[src/rtl/reg_file_wb_arbiter.sv]
// Register-file write-port arbiter: pipeline writeback vs. load returns,
// with an in-order load FIFO, busy scoreboard and starvation drain.
module reg_file_wb_arbiter #(
    parameter int DEPTH      = 2,
    parameter int ADDR_W     = 5,
    parameter int DATA_W     = 32,
    parameter int STARVE_MAX = 4
) (
    input  logic                    clock,
    input  logic                    reset,
    input  logic                    w_pipe_wen,
    input  logic [ADDR_W-1:0]       w_pipe_waddr,
    input  logic [DATA_W-1:0]       w_pipe_wdata,
    input  logic                    w_ld_valid,
    input  logic [ADDR_W-1:0]       w_ld_waddr,
    input  logic [DATA_W-1:0]       w_ld_wdata,
    output logic                    w_ld_ready,
    input  logic                    w_ld_issue,
    input  logic [ADDR_W-1:0]       w_ld_issue_addr,
    input  logic [ADDR_W-1:0]       w_rs_addr,
    input  logic [ADDR_W-1:0]       w_rt_addr,
    output logic                    w_rs_busy,
    output logic                    w_rt_busy,
    output logic                    w_pipe_stall,
    output logic                    w_rf_wen,
    output logic [ADDR_W-1:0]       w_rf_waddr,
    output logic [DATA_W-1:0]       w_rf_wdata,
    output logic [$clog2(DEPTH):0]  w_fifo_count,
    output logic                    w_waw_err
);
    localparam int PTR_W = $clog2(DEPTH);
    localparam int CNT_W = PTR_W + 1;
    localparam int SV_W  = $clog2(STARVE_MAX + 1);
    localparam int NREG  = 1 << ADDR_W;

    typedef enum logic {ARB, DRAIN} state_e;

    state_e            state_q, state_d;
    logic [SV_W-1:0]   starve_q, starve_d;
    logic [PTR_W-1:0]  rd_q, rd_d, wr_q, wr_d;
    logic [CNT_W-1:0]  cnt_q, cnt_d;
    logic [ADDR_W-1:0] mem_a_q [DEPTH];
    logic [DATA_W-1:0] mem_d_q [DEPTH];
    logic [NREG-1:0]   sb_q, sb_d;
    logic              rf_wen_q, rf_wen_d;
    logic              rf_ld_q, rf_ld_d;
    logic [ADDR_W-1:0] rf_waddr_q, rf_waddr_d;
    logic [DATA_W-1:0] rf_wdata_q, rf_wdata_d;
    logic              err_q, err_d;

    logic pipe_req, ld_req, fifo_empty, enq, deq;

    assign w_ld_ready   = (cnt_q != CNT_W'(DEPTH));
    assign w_pipe_stall = (state_q == DRAIN);
    assign w_rf_wen     = rf_wen_q;
    assign w_rf_waddr   = rf_waddr_q;
    assign w_rf_wdata   = rf_wdata_q;
    assign w_fifo_count = cnt_q;
    assign w_waw_err    = err_q;
    assign w_rs_busy    = (w_rs_addr != '0) && sb_q[w_rs_addr];
    assign w_rt_busy    = (w_rt_addr != '0) && sb_q[w_rt_addr];

    assign pipe_req   = w_pipe_wen && (w_pipe_waddr != '0);
    assign ld_req     = w_ld_valid && w_ld_ready && (w_ld_waddr != '0);
    assign fifo_empty = (cnt_q == '0);

    always_comb begin
        state_d    = ARB;
        starve_d   = starve_q;
        rf_wen_d   = 1'b0;
        rf_ld_d    = 1'b0;
        rf_waddr_d = rf_waddr_q;
        rf_wdata_d = rf_wdata_q;
        enq        = 1'b0;
        deq        = 1'b0;
        err_d      = err_q | (w_ld_valid & ~w_ld_ready);
        unique case (state_q)
            DRAIN: begin
                deq      = !fifo_empty;
                enq      = ld_req;
                starve_d = '0;
            end
            ARB: begin
                if (pipe_req) begin
                    rf_wen_d   = 1'b1;
                    rf_waddr_d = w_pipe_waddr;
                    rf_wdata_d = w_pipe_wdata;
                    enq        = ld_req;
                    if (sb_q[w_pipe_waddr]) err_d = 1'b1;
                    starve_d = fifo_empty ? '0 : starve_q + 1'b1;
                end else if (!fifo_empty) begin
                    deq      = 1'b1;
                    enq      = ld_req;
                    starve_d = '0;
                end else begin
                    starve_d = '0;
                    if (ld_req) begin
                        rf_wen_d   = 1'b1;
                        rf_ld_d    = 1'b1;
                        rf_waddr_d = w_ld_waddr;
                        rf_wdata_d = w_ld_wdata;
                    end
                end
                if (starve_d == SV_W'(STARVE_MAX)) state_d = DRAIN;
            end
            default: ;
        endcase
        if (deq) begin
            rf_wen_d   = 1'b1;
            rf_ld_d    = 1'b1;
            rf_waddr_d = mem_a_q[rd_q];
            rf_wdata_d = mem_d_q[rd_q];
        end
    end

    always_comb begin
        rd_d  = deq ? rd_q + 1'b1 : rd_q;
        wr_d  = enq ? wr_q + 1'b1 : wr_q;
        cnt_d = cnt_q;
        if (enq && !deq) cnt_d = cnt_q + 1'b1;
        if (!enq && deq) cnt_d = cnt_q - 1'b1;
    end

    // Set after clear so a re-issue in the clearing cycle stays busy.
    always_comb begin
        sb_d = sb_q;
        if (rf_wen_q && rf_ld_q) sb_d[rf_waddr_q] = 1'b0;
        if (w_ld_issue && (w_ld_issue_addr != '0))
            sb_d[w_ld_issue_addr] = 1'b1;
    end

    always_ff @(posedge clock) begin
        if (!reset) begin
            state_q    <= ARB;
            starve_q   <= '0;
            rd_q       <= '0;
            wr_q       <= '0;
            cnt_q      <= '0;
            sb_q       <= '0;
            rf_wen_q   <= 1'b0;
            rf_ld_q    <= 1'b0;
            rf_waddr_q <= '0;
            rf_wdata_q <= '0;
            err_q      <= 1'b0;
        end else begin
            state_q    <= state_d;
            starve_q   <= starve_d;
            rd_q       <= rd_d;
            wr_q       <= wr_d;
            cnt_q      <= cnt_d;
            sb_q       <= sb_d;
            rf_wen_q   <= rf_wen_d;
            rf_ld_q    <= rf_ld_d;
            rf_waddr_q <= rf_waddr_d;
            rf_wdata_q <= rf_wdata_d;
            err_q      <= err_d;
        end
    end

    always_ff @(posedge clock) begin
        if (enq) begin
            mem_a_q[wr_q] <= w_ld_waddr;
            mem_d_q[wr_q] <= w_ld_wdata;
        end
    end
endmodule
[config.mk]
export PLATFORM = sky130hd
export DESIGN_NAME = reg_file_wb_arbiter
export DESIGN_NICKNAME = d
export VERILOG_FILES = /design/src/rtl/reg_file_wb_arbiter.sv
export SDC_FILE = /design/constraint.sdc
export NUM_CORES = 1
export LEC_CHECK = 0
export ABC_AREA = 1
export ABC_CLOCK_PERIOD_IN_PS = 4900
export CAP_MARGIN = 25
export CORE_ASPECT_RATIO = 0.7
export CORE_UTILIZATION = 35
export CTS_BUF_LIST = sky130_fd_sc_hd__clkbuf_16
export DETAILED_ROUTE_END_ITERATION = 16
export DONT_BUFFER_PORTS = 1
export PLACE_DENSITY = 0.45
export SETUP_SLACK_MARGIN = 0.05
export SYNTH_ARGS = -nofsm -noshare
export SYNTH_HDL_FRONTEND = slang
export SYNTH_SLANG_ARGS = --single-unit
[constraint.sdc]
create_clock -name clock -period 4.9 [get_ports clock]
set_input_delay 0.735 -clock clock [delete_from_list [all_inputs] [get_ports clock]]
set_output_delay 0.735 -clock clock [all_outputs]
set_load 0.02 [all_outputs]
=== After elaboration in Yosys (flattened, before gate mapping) ===
Memories as Yosys holds them, arrays and structs flattened. A register that Yosys moved wholly into a read port is not among the register bits.
Cells that the tools add are included.

* Bits in registers: 80
* Bits in writable memories: 74
* Output and inout bits: 45
* Logic and storage cells: 113
* Memories: 2

* Add/sub/neg operators: 5
* Order comparisons: 7
* Equality and inequality tests: 3
* Multiplexer cells: 52
* Bitwise gates (word level): 8
* Reduce and logical (&&, ||, !) cells: 25

{| class="wikitable"
|+ Memories
! memory !! words !! width !! read ports !! clocked after memory_dff !! write ports !! RTL line !! text
|-
| mem_d_q || 2 || 32 || 1 || 1 || 1 || 43 || <nowiki>logic [DATA_W-1:0] mem_d_q [DEPTH];</nowiki>
|-
| mem_a_q || 2 || 5 || 1 || 1 || 1 || 42 || <nowiki>logic [ADDR_W-1:0] mem_a_q [DEPTH];</nowiki>
|}

{| class="wikitable"
|+ Operator list
! cell !! number
|-
| $mux 32 || 7
|-
| $and 32x32->32 || 1
|-
| $not 32->32 || 1
|-
| $or 32x32->32 || 1
|-
| $lt 5x6->1 const B || 5
|-
| $mux 1 || 27
|-
| $mux 5 || 5
|-
| $reduce_bool 5->1 || 5
|-
| $bmux 1 s5 || 3
|-
| $logic_and 1x1->1 || 11
|-
| $demux 1 s5 || 2
|-
| $ge 5x1->1 const B || 2
|-
| $mux 3 || 3
|-
| $pmux 3 s2 || 1
|-
| $reduce_bool 3->1 || 2
|-
| $mux 2 || 2
|-
| $pmux 1 s2 || 2
|-
| $add 3x1->3 const B || 1
|-
| $eq 3x3->1 const B || 1
|-
| $logic_not 1->1 || 3
|-
| $not 1->1 || 3
|-
| $reduce_and 3->1 || 1
|-
| $add 1x1->1 const B || 2
|-
| $add 2x1->2 const B || 1
|-
| other kinds (8) || 8
|}

=== Logic depth before layout (Yosys ltp) ===
* Depth in word-level cells: 9
* Depth in mapped cells: 12
* Depth with buffers taken out: 11

=== Least setup slack after synthesis ===
No wires, ideal clock.

* Path kind: in2reg
* Start point: input port w_pipe_wen
* End point: memory mem_a_q[1][0], enable pin
* Library setup time: 0.433 ns
* Arrival: 2.911 ns
* Required time: 4.467 ns
* Slack: 1.556 ns
* Cell stages on the path: 5
* Buffers on the path: 1
* Cell sequence: clkbuf_1 > nand2_2 > nand3_1 > nand2_1 > nor2_1

* Word-level cells in the longest chain between the ends: 5

{| class="wikitable"
|+ RTL lines
! element !! RTL line !! text
|-
| start: declaration || 11 || <nowiki>input logic w_pipe_wen,</nowiki>
|-
| $logic_and 1x1->1 || 63 || <nowiki>assign pipe_req = w_pipe_wen && (w_pipe_waddr != '0);</nowiki>
|-
| $mux 1 || 84 || <nowiki>if (pipe_req) begin</nowiki>
|-
| $pmux 1 s2 || 77 || <nowiki>unique case (state_q)</nowiki>
|-
| $mux 1 || 161 || <nowiki>if (enq) begin</nowiki>
|-
| $mux 1 (not written as such) || 162 || <nowiki>mem_a_q[wr_q] <= w_ld_waddr;</nowiki>
|-
| end: declaration || 42 ||
|}

Every way passes these cells.

=== Final worst setup path ===
* Start point: input port w_pipe_waddr[0]
* End point: register rf_wdata_q[15], in the netlist w_rf_wdata[15]

* Word-level cells in the longest chain between the ends: 6
* Elaborated cells on any way between the ends: 11
* Those cells by class: 1 x eq/ne; 5 x mux; 5 x reduce/logical

{| class="wikitable"
|+ RTL lines
! element !! RTL line !! text
|-
| start: declaration || 12 || <nowiki>input logic [ADDR_W-1:0] w_pipe_waddr,</nowiki>
|-
| $reduce_bool 5->1 (*) || 63 ||
|-
| $logic_and 1x1->1 (*) || 63 ||
|-
| $mux 1 || 84 ||
|-
| $pmux 1 s2 || 77 ||
|-
| $ne 2x1->1 (no source line) or $reduce_bool 3->1 (tied branches) || -- ||
|-
| $reduce_and 3->1 (no source line) || -- ||
|-
| end signal: assignment || 155 || <nowiki>rf_wdata_q <= rf_wdata_d;</nowiki>
|-
| end: declaration || 48 || <nowiki>logic [DATA_W-1:0] rf_wdata_q, rf_wdata_d;</nowiki>
|}

Mark *: on every way between the ends. The rest lies on a longest branch, timed or not. The select of a mux whose other input is x is not followed.
A chain may end at the register's enable or synchronous reset.

==> results.py <==
metrics = {
    "yosys": {
        "synth-seq-cells": 155,
        "yosys-top-cells-area": "edfxtp_1, dfxtp_1, nand2_1",
        "yosysTopAreaCell": "edfxtp_1",
        "mappedNetlistArea_sq_um": 7590,
        "synth_cell_types": 32,
        "synthCells": 946,
        "syn_nets": 1042,
        "ys_seq_area_share_pct": 50.6,
        "syn_area_per_cell_sq_um": 8.02,
        "yosys_warnings": 0,
        "synth_top_area_share_pct": 29.3,
    },
    "setup_path": {
        "crit_start": "w_pipe_waddr[0]",
        "critPathKind": "in -> reg",
        "start_kind": "input port",
        "path_cells": "inv_1 > nand4_4 > nand3_4 > nand3_4 > nor2_4 > nand2_1 > nand2_1",
        "crit_path_end_kind": "flip-flop",
        "regToRegSetupSlack_ns": 2.33,
        "r2r-start": "w_fifo_count[0]",
        "r2r-end": "mem_d_q[0][19]",
        "required_ns": 5.27,
        "crit_path_max_fanout": 34,
        "crit_path_top_delay_cell": "nor2_4",
        "crit_family": "simple AND/OR/NAND/NOR gates",
        "path_buf_inv": 1,
        "r2r_cells": 7,
        "max_stage_delay_ns": 0.81,
        "worstPathArrival_ns": 3.29,
    },
    "clock_tree": {
        "numClockSinks": 155,
        "root_buffer": "clkbuf_16",
        "clkTransAtPathRegs_ns": 0.07,
        "clockBufferDepth": 2,
        "postCtsSetupBuffers": 0,
        "ctsResizeCount": 0,
        "cts_buffers": 17,
        "cts_tree": "yes",
        "ctsHoldBuffers": 0,
        "clkLatencyLatePin_ns": 0.43,
        "h-tree-depth": 4,
    },
    "timing": {
        "period_needed_ns": 2.93,
        "setup_viol": 0,
        "hold_violations": 0,
        "finalSetupTns_ns": 0,
        "fin_skew_ns": 0.00956,
        "max_freq_ghz": 0.342,
        "fin_crit_sh_pct": 59.7,
        "slew_violations": 0,
        "rsz0062_at_grt": "false",
        "tightest_slew_ns": 1.07,
        "max_slew_margin_pct": 27.8,
    },
    "place": {
        "place_hpwl_microns": 15700,
        "io_buffers": 0,
        "gp_congestion": 0.877,
    },
    "power_and_ir_drop": {
        "p_leak_nw": 3.28,
        "ir_drop_mv": 0.268,
        "internal_power_mw": 2.53,
        "clock_power_share_pct": 33.0,
        "comb_power_share_pct": 20.5,
        "p_sw_mw": 1.39,
        "swShare_pct": 35.4,
        "power.density_nw_per_um2": 470,
        "p_seq_share_pct": 46.4,
    },
    "job": {
        "cap_violations": 0,
    },
    "die": {
        "start_util_pct": 36.2,
        "die_w_microns": 178,
        "die_h_microns": 125,
        "dieArea_sq_um": 22300,
        "io_pins": 139,
        "core_sq_um": 21000,
        "fp-row-count": 44,
    },
    "final_layout": {
        "layout-drive-gt1-share_pct": 7.89,
        "n_antenna_cell": 0,
        "postLayoutCoreUtil_pct": 39.8,
        "final_net_count": 1021,
        "area_delta_synth_final_pct": 9.99,
    },
    "global_route": {
        "track_usage_pct": 21.4,
        "grt_pass1_vias": 5969,
        "grt_max_degree": 66,
        "antenna_found_initial": 0,
        "overflow": 0,
        "grt_pass1_wl_microns": 35800,
    },
    "min_path": {
        "holdPathStages": 0,
        "hold_path.startpoint": "w_ld_waddr[2]",
        "min_path_type": "in -> reg",
        "whs_endpoint": "mem_a_q[0][2]",
    },
    "outcome": {
        "outcome": "finished, final reports clean",
    },
    "drt": {
        "viasPerCell": 5.18,
        "avgRoutedWirePerCell_microns": 18.9,
        "first_pass_iters": 5,
        "routed_wl_microns": 23000,
        "postRouteAntennaNets": 0,
        "drt_iter0_drc": 557,
        "vias": 6294,
        "drc": 0,
    },
}
## routing by layer
layer | up-vias | wire length (microns) | share of wire [%] | global-route usage [%]
li1 | 3155 | - | - | -
met1 | 2933 | 12300 | 53 | 34.4
met2 | 194 | 8560 | 37 | 27.0
met3 | 12 | 1990 | 8.6 | 6.54
met4 | 0 | 177 | 0.77 | 4.37
met5 | - | 0 | 0 | 0
## state kept, by name, summed over array words and instances, names as in the netlist, named ones only
signal and flops:
starve_q 3, w_waw_err 1, w_rf_wen 1, w_rf_waddr 5, w_fifo_count 2, mem_d_q 64, mem_a_q 10, w_rf_wdata 32
w_pipe_stall 1, rd_q 1, wr_q 1, sb_q 32, rf_ld_q 1
## cells by family (layout without fill, tap and decap cells)
kind of cell | after synthesis | in the layout | share of synthesized area [%]
and+or+nand+nor | 493 | 493 | 27.4
AOI/OAI and AO/OA | 190 | 190 | 15.1
DFF | 155 | 155 | 50.6
buffers and inverters | 102 | 94 | 5.97
muxes | 3 | 3 | 0.396
adders and majority gates | 2 | 2 | 0.330
xor gates and xnor gates | 1 | 1 | 0.115
## cell type report
class | instances | area (sq um)
Timing Repair Buffer | 10 | 75.1
Multi-Input combinational cell | 689 | 3310
Inverter | 52 | 195
Sequential cell | 155 | 3840
Clock inverter | 13 | 105
Fill cell | 2149 | 12600
Clock buffer | 19 | 475
Tap cell | 276 | 345
## synth_stat cells (all sizes together)
library cell  count
xor2              1
dfxtp            81
and3              1
nand4             1
ha                2
buf              27
clkbuf           23
nand3            96
o21ai            92
nand3b            2
mux2i             3
o31ai            25
nor2             90
nand2           286
o211ai           11
clkinv            1
a211oi            2
a31o              1
edfxtp           74
a21oi            59
inv              51
nor3             17
## power by group through the flow
stage	logic [mW]	clock network (mW)	registers [mW]
after floorplan	0.655	0	1.81
after global placement	0.812	0	1.85
after detailed placement	0.814	0	1.85
after CTS	0.817	1.33	1.82
after global routing	0.922	1.39	1.85
final	0.805	1.30	1.82
## through the flow
stage / hold WS, ns / setup slack, ns / instances / instance area (sq um) / power, mW
final: 0.396 / 1.97 / 1214 / 8350 / 3.92
after CTS: 0.375 / 1.95 / 1211 / 8330 / 3.97
after global routing: 0.366 / 1.72 / 1214 / 8350 / 4.15
after global placement: 0.437 / 1.60 / 1179 / 7750 / 2.67
after detailed placement: 0.437 / 1.51 / 1179 / 7750 / 2.66
after floorplan: 0.418 / 1.56 / 946 / 7590 / 2.47
## how the worst max path moves through the flow
stage / to / slack, ns / cells after the start
global route: w_rf_wdata[15] / 1.72 / 7
detailed placement: w_rf_wdata[15] / 1.51 / 7
finish: w_rf_wdata[15] / 1.97 / 7
CTS: w_rf_wdata[15] / 1.95 / 7
global placement: w_rf_wdata[12] / 1.60 / 7
floorplan: mem_a_q[1][0] / 1.56 / 5
## layout by cell type (no fill, tap or decap), types with 3 or more instances in the layout
cell type	n
nor2_4	3
inv_6	3
nand3_1	94
clkbuf_16	19
o31ai_2	20
o211ai_1	11
inv_1	50
nand2_1	283
clkbuf_4	3
nor2_1	86
o21ai_0	87
o31ai_1	5
dfxtp_1	81
edfxtp_1	74
a21oi_1	59
clkinv_4	5
buf_4	7
o21ai_1	5
nor3_1	17
mux2i_1	3
(Power assumes the default switching activity.)
